===== src/rtl/sbox_lookup_sequencer.sv =====
// Walks one shared combinational DES S-box port across the eight 6-bit groups
// of a 48-bit round word, assembling the 32-bit substitution result MSB first.
module sbox_lookup_sequencer (
   input  logic        clk,
   input  logic        n_rst,
   input  logic        start,
   input  logic [47:0] data_in,
   output logic        busy,
   output logic        done,
   output logic [31:0] data_out,
   output logic [2:0]  sbox_sel,
   output logic [5:0]  sbox_din,
   input  logic [3:0]  sbox_dout
);

   typedef enum logic [1:0] {IDLE, LOOKUP, DONE} state_t;

   state_t      state;
   logic [47:0] in_sr;
   logic [31:0] acc;
   logic [2:0]  cnt;

   // busy is a registered copy of (state == LOOKUP), so it also gates the lookup port
   assign sbox_sel = busy ? cnt : 3'd0;
   assign sbox_din = busy ? in_sr[47:42] : 6'd0;

   always_ff @(posedge clk) begin
      if (!n_rst) begin
         state    <= IDLE;
         in_sr    <= '0;
         acc      <= '0;
         cnt      <= '0;
         data_out <= '0;
         busy     <= 1'b0;
         done     <= 1'b0;
      end else begin
         case (state)
            IDLE, DONE: begin
               done <= 1'b0;
               if (start) begin
                  in_sr <= data_in;
                  cnt   <= '0;
                  acc   <= '0;
                  state <= LOOKUP;
                  busy  <= 1'b1;
               end else begin
                  state <= IDLE;
                  busy  <= 1'b0;
               end
            end
            LOOKUP: begin
               acc   <= {acc[27:0], sbox_dout};
               in_sr <= {in_sr[41:0], 6'b0};
               cnt   <= cnt + 3'd1;
               // the eighth nibble goes straight into data_out alongside acc
               if (cnt == 3'd7) begin
                  data_out <= {acc[27:0], sbox_dout};
                  state    <= DONE;
                  busy     <= 1'b0;
                  done     <= 1'b1;
               end
            end
            default: begin
               state <= IDLE;
               busy  <= 1'b0;
               done  <= 1'b0;
            end
         endcase
      end
   end

endmodule

===== config.mk =====
export PLATFORM = sky130hd
export DESIGN_NAME = sbox_lookup_sequencer
export DESIGN_NICKNAME = d
export VERILOG_FILES = /design/src/rtl/sbox_lookup_sequencer.sv
export SDC_FILE = /design/constraint.sdc
export NUM_CORES = 1
export LEC_CHECK = 0
export ABC_AREA = 1
export CAP_MARGIN = 20
export CELL_PAD_IN_SITES_DETAIL_PLACEMENT = 2
export CELL_PAD_IN_SITES_GLOBAL_PLACEMENT = 2
export CORE_MARGIN = 2
export CORE_UTILIZATION = 30
export CTS_BUF_LIST = sky130_fd_sc_hd__clkbuf_16
export CTS_CLUSTER_SIZE = 16
export DETAILED_ROUTE_END_ITERATION = 12
export PLACE_DENSITY = 0.88
export SYNTH_ARGS = -nofsm -noshare
export SYNTH_HDL_FRONTEND = slang
export SYNTH_SLANG_ARGS = --single-unit

===== constraint.sdc =====
create_clock -name clk -period 4.19 [get_ports clk]
set_clock_uncertainty 0.15 [all_clocks]
set_input_delay 0.419 -clock clk [delete_from_list [all_inputs] [get_ports clk]]
set_output_delay 0.419 -clock clk [all_outputs]
set_load 0.01 [all_outputs]

==> run summary <==
STATUS
------------------------------------------------------------------------------------------
Run status                                                                       completed

GLOBAL ROUTING
------------------------------------------------------------------------------------------
Total gr overflow                                                                        0
Total routing resource utilization after global routing                              19.2%
Vias in the first global route                                                        5515
Global-route wire length before repair                                            27600 µm
Initial antenna violation count                                                          0
Largest net degree at the start of global routing                                       73

TIMING
------------------------------------------------------------------------------------------
Setup repair after global routing missed its margin                                  false
Highest clock rate                                                                 353 MHz
WHS                                                                                 304 ps
Total Negative Setup Slacks                                                           0 ps
Final hold vios                                                                          0
Slew Limit Fails                                                                         0
Worst slew margin relative to its limit                                              47.2%
Tmin final                                                                         2830 ps
Post-route clock period utilization                                                  67.6%
Slew at the pin closest to its max-slew limit                                       792 ps
Final-report setup violation count                                                       0

ROUTING
------------------------------------------------------------------------------------------
Count of TritonRoute iterations in the first routing pass                                4
Number of violations reported at the end of detailed-routing iteration 0               259
Total wire length after detailed routing                                          16700 µm
Mean number of vias per cell                                                          4.68
Number of antenna-violating nets in the routed design                                    0
DR DRC count                                                                             0
Per-cell routed wire length                                                        15.3 µm
Vias                                                                                  5126

PWR
------------------------------------------------------------------------------------------
Leakage                                                                            3.22 nW
Largest voltage drop on the vdd net                                             0.000323 V
Final total power                                                                  2.81 mW
Pwr per Cell Area                                                               413 nW/µm²

CLOCK TREE
------------------------------------------------------------------------------------------
Clock insertion delay at the later pin of the skew report                           420 ps
Count of clock tree sinks                                                              115
Clock tree from TritonCTS                                                            built
Post-CTS setup buffers                                                                   0
Clock edge transition at the registers on the reported setup and hold paths          50 ps
Number of hold buffers added after CTS                                                   0
Root Buffer Master                                                               clkbuf_16
Max clock buf depth                                                                      2
Cells resized by post-CTS repair                                                         0
Cts bufs inserted                                                                       17
Depth of the CTS H-tree                                                                  4

SETUP PATH
------------------------------------------------------------------------------------------
Sort of element at the end of the critical path                                   register
Crit path arrival time                                                             3040 ps
Highest cell delay on the worst timing path                                         510 ps
CP cell instances                                                             buf_4, inv_2, nor2_8, nand2_2, buf_12, nor2_2, nand2_1, nand2_1
Max stage delay cell, worst path                                                   nand2_2
Data required time of the worst path                                               4400 ps
Highest net fanout along the worst path                                                 45
Kind of start point of the critical path                                          register
Critical setup path kind                                                        reg -> reg
Most prevalent standard cell on the critical path                                  nand2_1

CELLS AND AREA
------------------------------------------------------------------------------------------
Antenna diode count                                                                      0
Share of cells above drive strength 1                                                4.48%
Final core occ                                                                       39.5%
Layout Nets                                                                            915
Area added between synthesis and finish                                              29.5%

FLOORPLANNING
------------------------------------------------------------------------------------------
Overall die area                                                                 18600 µm²
Floorplan core area                                                              17200 µm²
Effective utilization at floorplan                                                   30.5%
Horizontal die dimension                                                            136 µm
I/O pin total                                                                           98
Std-Cell Rows                                                                           48
DIE HEIGHT                                                                          136 µm

SYNTHESIS
------------------------------------------------------------------------------------------
Yosys warning total                                                                      0
Post-Syn Instances                                                                     788
Mean area per synthesized cell                                                    6.67 µm²
Share of the yosys chip area belonging to registers                                  43.8%
Largest cells by area after synthesis                                         dfxtp_1 44%, nand2_1 15%, nor2_1 13%, nand3b_1 6.0%, inv_1 5.8%
Synthesized flop and latch total                                                       115
Post-synthesis cell type with the largest combined area                            dfxtp_1
Proportion of netlist area held by the largest area contributor                      43.8%
Syn nets                                                                               845
Area of the mapped netlist                                                        5250 µm²
Post-synth cell types                                                                   23

HOLD PATH
------------------------------------------------------------------------------------------
Tightest Hold Check Type                                                        reg -> reg

FLOW RUN
------------------------------------------------------------------------------------------
# Max-Cap Violations                                                                     0

PLACE
------------------------------------------------------------------------------------------
PortBufs                                                                                97
Final GP Congestion                                                                  0.710
Dpl hpwl                                                                          10400 µm

## final cells by class
class	instances	area (µm²)
repair buffers	102	1020
clock inverters	14	83.8
flip-flops and latches	115	2300
multi-input cells	538	2380
clock buffers	17	425
well taps	225	282
fillers	2053	10400
inverters	84	315
## metrics by stage
stage / worst slack, ps / area, µm² / std cells
after floorplan: 2790 / 5250 / 788
after global placement: 1180 / 6280 / 1063
after detailed placement: 1360 / 6300 / 1064
after CTS: 1310 / 6810 / 1095
after global routing: 1080 / 6810 / 1095
final: 1360 / 6810 / 1095
## critical path, delay by kind of cell (launching register included)
kind / cells / cell delay [ps]
buffers and inverters: 3 / 900
and+or+nand+nor: 5 / 1360
DFF: 1 / 310
## flip-flops by register name (all words and copies together) (netlist names)
| name | cells |
|---|---|
| in_sr | 48 |
| data_out | 32 |
| acc | 28 |
| cnt | 3 |
| state | 2 |
| busy | 1 |
| done | 1 |
## logic make-up (layout without fill, tap and decap cells)
group | count (synthesis) | in the layout | share of synthesized area [%]
AO/OA/AOI/OAI | 41 | 41 | 4.24
AND/OR/NAND/NOR | 495 | 495 | 40.5
buffers and inverters | 135 | 217 | 10.9
adder cells (fa/ha/maj) | 2 | 2 | 0.476
flip-flops | 115 | 115 | 43.8
## cells in the final DEF, fill, tap and decap left out
cell,n
nand2_1,211
nor2_1,181
dfxtp_1,114
clkdlybuf4s50_1,96
inv_1,86
nand3_1,54
nand3b_1,42
o21ai_1,19
clkbuf_16,17
o22ai_1,12
a21oi_1,8
buf_4,5
clkinv_2,4
clkinv_1,4
inv_2,3
nand2_2,2
nand2_4,2
ha_1,2
nor2_8,1
nor2_2,1
nor2_4,1
o21ai_0,1
o21a_1,1
bufinv_16,1
buf_12,1
dfxtp_2,1
## cells in the mapped netlist
master,number
inv_2,3
dfxtp_1,115
inv_1,81
clkbuf_1,16
o21a_1,1
nor2_4,1
buf_2,27
a21oi_1,8
o21ai_1,19
o21ai_0,1
buf_1,3
nand3b_1,42
ha_1,2
nand3_1,54
nor2_2,1
nand2_4,2
buf_6,4
o22ai_1,12
nand2_1,211
buf_4,1
nor2_8,1
nor2_1,181
nand2_2,2
## routing by layer
layer | part of all wire [%] | global-route usage (%)
met5 | 0 | 0
met4 | 1.4 | 6.48
met2 | 52 | 35.1
met1 | 43 | 22.1
met3 | 2.7 | 4.14
## power breakdown
group	internal (mW)	switching, mW
clock	0.784	0.494
combinational	0.142	0.212
sequential	1.15	0.0298
## path summary, 6_finish.rpt
path	startpoint	endpoint	slack, ps	cells past startpoint
setup / recovery	state[0]	data_out[3]	1360	8
hold / removal	acc[25]	acc[25]	300	2
hold reg to reg	acc[25]	acc[25]	300	2
setup reg to reg	state[0]	data_out[3]	1360	8
No activity file was read; power rests on OpenSTA's default activity.
